`config.mk`:
```
export PLATFORM = sky130hd
export DESIGN_NAME = flow_step_ctrl
export DESIGN_NICKNAME = d
export VERILOG_FILES = /design/src/rtl/flow_step_ctrl.sv
export SDC_FILE = /design/constraint.sdc
export NUM_CORES = 1
export LEC_CHECK = 0
export CAP_MARGIN = 20
export CORE_MARGIN = 2
export CORE_UTILIZATION = 60
export CTS_CLUSTER_DIAMETER = 100
export DETAILED_ROUTE_END_ITERATION = 8
export PLACE_DENSITY = 0.88
export RECOVER_POWER = 25
export SYNTH_ARGS = -nofsm -noshare
export SYNTH_HDL_FRONTEND = slang
export SYNTH_SLANG_ARGS = --single-unit
```
`constraint.sdc`:
```
create_clock -name clk -period 2.72 [get_ports clk]
set_input_delay 0.408 -clock clk [delete_from_list [all_inputs] [get_ports clk]]
set_output_delay 0.408 -clock clk [all_outputs]
set_load 0.02 [all_outputs]
```
`src/rtl/flow_step_ctrl.sv`:
```
// Run-control stage for the rotating LED chain: synchronizes and debounces three active-low
// keys, keeps speed/pause/direction state and emits a one-cycle step pulse from a prescaler.
module flow_step_ctrl #(
    parameter int unsigned CNT_W     = 26,
    parameter int unsigned DIV_BASE  = 12500000,
    parameter int unsigned DB_W      = 20,
    parameter int unsigned DB_CYCLES = 1000000
) (
    input  logic       clk,
    input  logic       rst_n,
    input  logic       key_speed,
    input  logic       key_pause,
    input  logic       key_dir,
    output logic       step,
    output logic       dir,
    output logic [1:0] speed,
    output logic       paused
);

    localparam logic [DB_W-1:0]  DB_LAST = DB_W'(DB_CYCLES - 1);
    localparam logic [CNT_W-1:0] DIV     = CNT_W'(DIV_BASE);

    // Key index: 0 = speed, 1 = pause, 2 = dir.
    logic [2:0]      keys;
    logic [2:0]      sync1_q, sync2_q;
    logic [2:0]      db_q, db_d;
    logic [2:0]      press_q, press_d;
    logic [DB_W-1:0] db_cnt_q [3];
    logic [DB_W-1:0] db_cnt_d [3];

    logic [CNT_W-1:0] pre_q, pre_d;
    logic [CNT_W-1:0] period_m1;
    logic             step_q, step_d;
    logic             dir_q, dir_d;
    logic [1:0]       speed_q, speed_d;
    logic             paused_q, paused_d;

    assign keys = {key_dir, key_pause, key_speed};

    always_ff @(posedge clk or negedge rst_n) begin
        if (!rst_n) begin
            sync1_q <= 3'b111;
            sync2_q <= 3'b111;
            db_q    <= 3'b111;
            press_q <= 3'b000;
            for (int i = 0; i < 3; i++) begin
                db_cnt_q[i] <= '0;
            end
        end else begin
            sync1_q <= keys;
            sync2_q <= sync1_q;
            db_q    <= db_d;
            press_q <= press_d;
            for (int i = 0; i < 3; i++) begin
                db_cnt_q[i] <= db_cnt_d[i];
            end
        end
    end

    // A level is accepted only after DB_CYCLES consecutive disagreeing cycles.
    always_comb begin
        db_d    = db_q;
        press_d = 3'b000;
        for (int i = 0; i < 3; i++) begin
            db_cnt_d[i] = '0;
            if (sync2_q[i] != db_q[i]) begin
                if (db_cnt_q[i] == DB_LAST) begin
                    db_d[i]    = sync2_q[i];
                    press_d[i] = ~sync2_q[i];
                end else begin
                    db_cnt_d[i] = db_cnt_q[i] + 1'b1;
                end
            end
        end
    end

    assign period_m1 = (DIV >> speed_q) - CNT_W'(1);

    // The prescaler looks at the current paused state, so a pause press landing on terminal
    // count still lets that step out; a speed press overrides everything.
    always_comb begin
        pre_d    = pre_q;
        step_d   = 1'b0;
        speed_d  = speed_q;
        paused_d = paused_q ^ press_q[1];
        dir_d    = dir_q ^ press_q[2];
        if (press_q[0]) begin
            pre_d   = '0;
            speed_d = speed_q + 2'd1;
        end else if (!paused_q) begin
            if (pre_q == period_m1) begin
                step_d = 1'b1;
                pre_d  = '0;
            end else begin
                pre_d = pre_q + CNT_W'(1);
            end
        end
    end

    always_ff @(posedge clk or negedge rst_n) begin
        if (!rst_n) begin
            pre_q    <= '0;
            step_q   <= 1'b0;
            dir_q    <= 1'b0;
            speed_q  <= 2'd0;
            paused_q <= 1'b0;
        end else begin
            pre_q    <= pre_d;
            step_q   <= step_d;
            dir_q    <= dir_d;
            speed_q  <= speed_d;
            paused_q <= paused_d;
        end
    end

    assign step   = step_q;
    assign dir    = dir_q;
    assign speed  = speed_q;
    assign paused = paused_q;

endmodule
```
==> metrics <==
status=finished, violations left; failing checks=max-capacitance violations, max-slew violations; worst vdd ir=0.0003243 V; H-tree depth=3; number of global-route vias before repair=3,847; largest net degree at the start of global routing=61; Worst Tran Pin Value=2.384 ns; Cell Count, Final, Fillers Out=672; first-pass GRT wire length=17,720 um; clock tree sinks=103; Setup-failing EPs final=0; Clock power frac=37.6%; GR Util All Layers=22.70%; mean post-synth cell area=9.744 sq um; Post-Place Cells=651; Root Driver=clkbuf_8; IO Pins=10; DRC violation count after routing=0; routed wire length=10,710 um; First DRT Iteration DRCs=341; top-area cell type share of the netlist area=44.62%; syn nets=557; Core Box Area=8636 sq um; Startpoint Class=flop; top_reg_cell synth=dfrtp_1; Worst R2R Start=speed[0]$_DFFE_PN0P_; final hold vios=0; Vias/cell=6.086; die width=97.73 um; die area=9551 sq um; Seq pwr share=59.8%; Clock transition at path regs=0.10 ns; P&R area growth vs syn=9.067%; netlist area before placement=5271 sq um; DRT met1 WL=4675 um; metal3 WL=668 um; share of layout cells above drive strength 1=8.688%; CP endpoint kind=flop; Yosys cell types=58; Starting Density=61.04%; skew final=0.008316 ns; Post-CTS Hold Buffers=0; Final ANT Viol Nets=0; Slew Limit Fails=45; maximum fanout along the worst path=9; crit path from=speed[0]$_DFFE_PN0P_; initial antenna violation count=0; via count=4,090; Area contributors post-synth=dfrtp_1 (45%), xor2_1 (6.0%), nor2_1 (5.5%), dfstp_2 (4.5%), xnor2_1 (4.2%); Int Pwr=2007 uW; launch point of the worst hold path=sync1_q[2]$_DFF_PN1_; Ant. Diodes=0; post-DP HPWL=7235 um; Worst Path Arrival=2.80 ns; share of power burned in combinational logic=2.7%; later-pin clock latency in the skew report=0.37 ns; layout net count=575; CTS tree=built; Hold Slack=0.3629 ns; Mapped Cells=541; Hold WC Path Type=flop to flop; yosys warns=0; leak pwr=0.002481 uW; PortBufs=9; Crit Path Class=flop to flop; Die H=97.73 um; pwr dens=454.9 nW/um^2; CTS Buf Count=9; WL/cell=15.93 um; clock buffer depth=2; asr flop ratio synth=100.0%; GP Congestion=0.8774; slew margin rel.=-58.91%; grt ovf=0; minimum clock period=2.545 ns; Fin Setup TNS=0 ns; Switch Pwr=608.0 uW; final worst-path cycle share=93.55%; leading area contributor after synthesis=dfrtp_1; fmax=0.3930 GHz; Top Metal Used=met4; FF+latch count, synth=103; row count=34; drt first pass iters=5; met2 wire length=5148 um; Max Cap Viol=1; Switching Share=23.25%; number of synthesized flops with an enable pin=0; register area share after synthesis=49.11%; critical path required time=2.97 ns
[Yosys cell counts, types with 2 or more instances]
cell type and count:
dfrtp_1 94, nor2_1 77, nand2_1 53, nand3_1 43, xor2_1 36, xnor2_1 25, a21oi_1 19, and3_1 14
nor3_1 14, nand4_1 13, o21ai_0 13, inv_1 12, ha_1 11, and4_1 10, dfstp_2 9, clkbuf_1 7
or3_1 7, buf_2 6, nor4_1 6, o311ai_0 6, mux2i_1 5, nor3b_1 5, and2_1 4, a22o_1 3
and3b_1 3, mux2_2 3, nor2b_1 3, or2_2 3, a211o_1 2, a21o_1 2, and4b_1 2, nand2b_1 2
nand4b_1 2, nor4b_1 2, o31a_1 2
[worst paths after layout]
kind / to / slack (ns) / cells past startpoint
max: pre_q[16]$_DFFE_PN0P_ / 0.18 / 8
min: sync2_q[2]$_DFF_PN1_ / 0.36 / 0
max reg2reg: pre_q[16]$_DFFE_PN0P_ / 0.18 / 8
min reg2reg: sync2_q[2]$_DFF_PN1_ / 0.36 / 0
max in group asynchronous: db_q[0]$_DFFE_PN1P_ / 0.49 / 2
min in group asynchronous: pre_q[1]$_DFFE_PN0P_ / 0.75 / 1
[timing repair]
action | in CTS | in global routing
setup endpoints to repair | 0 | 13
buffers inserted | 0 | 4
gates resized for setup | 0 | 3
[power groups by stage]
stage	combinational, uW	clock [uW]	sequential, uW
after global routing	82.8	1070	1570
final	69.5	983	1560
after floorplan	30.5	0	1590
after global placement	71.9	0	1590
after CTS	75.9	1000	1560
after detailed placement	75.1	0	1590
[stage by stage]
stage	utilization, %	total power, uW	instance area, sq um	setup WS (ns)
global route	66.57	2714	5749	-0.01345
detailed placement	63.63	1667	5495	0.08026
finish	66.57	2615	5749	0.1754
CTS	65.98	2642	5698	0.07829
global placement	63.63	1663	5495	0.2568
floorplan	-	1620	5271	0.2353
[cell type report]
type	count	area [sq um]
Clock buffer	10	127.6
Multi-Input combinational cell	412	2596
Tap cell	108	135.1
Sequential cell	103	2589
Fill cell	651	2887
Timing Repair Buffer	21	181.4
Clock inverter	6	75.07
Inverter	12	45.04
[cells by family (layout without fill, tap and decap cells)]
kind of cell    after synthesis  in the layout  synth area share, %
xor+xnor                     61             61                10.14
fa+ha+maj                    11             11                2.611
buf+inv                      27             49                2.207
flops                       103            103                49.11
simple gates                272            272                26.75
compound gates               59             60                7.596
mux                           8              8                1.590
[per-layer routing]
metal / vias up / track usage [%]
met5: - / 0
met4: 0 / 8.974
met3: 21 / 4.295
met2: 168 / 35.92
met1: 1973 / 31.39
li1: 1928 / -
[critical path: stages, from the launching register on]
cell and delay (ns):
dfrtp_1 0.40, inv_1 0.11, ha_1 0.30, o31a_1 0.33, o31ai_1 0.28, o31a_1 0.29, a31oi_4 0.19, buf_4 0.21
a221o_1 0.31
[state kept, by name, summed over array words and instances, names as in the netlist]
name      count
db_cnt_q     60
db_q          3
dir           1
paused        1
pre_q        26
press_q       3
speed         2
step          1
sync1_q       3
sync2_q       3
[placed cells by master, fill, tap and decap left out, types with 11 or more instances in the layout]
cell type,n
xnor2_1,25
nand2_1,53
and3_1,14
nor3_1,14
ha_1,11
a21oi_1,19
dfrtp_1,94
inv_1,12
nor2_1,77
xor2_1,36
nand4_1,13
nand3_1,43
o21ai_0,13
(Power assumes the default switching activity.)
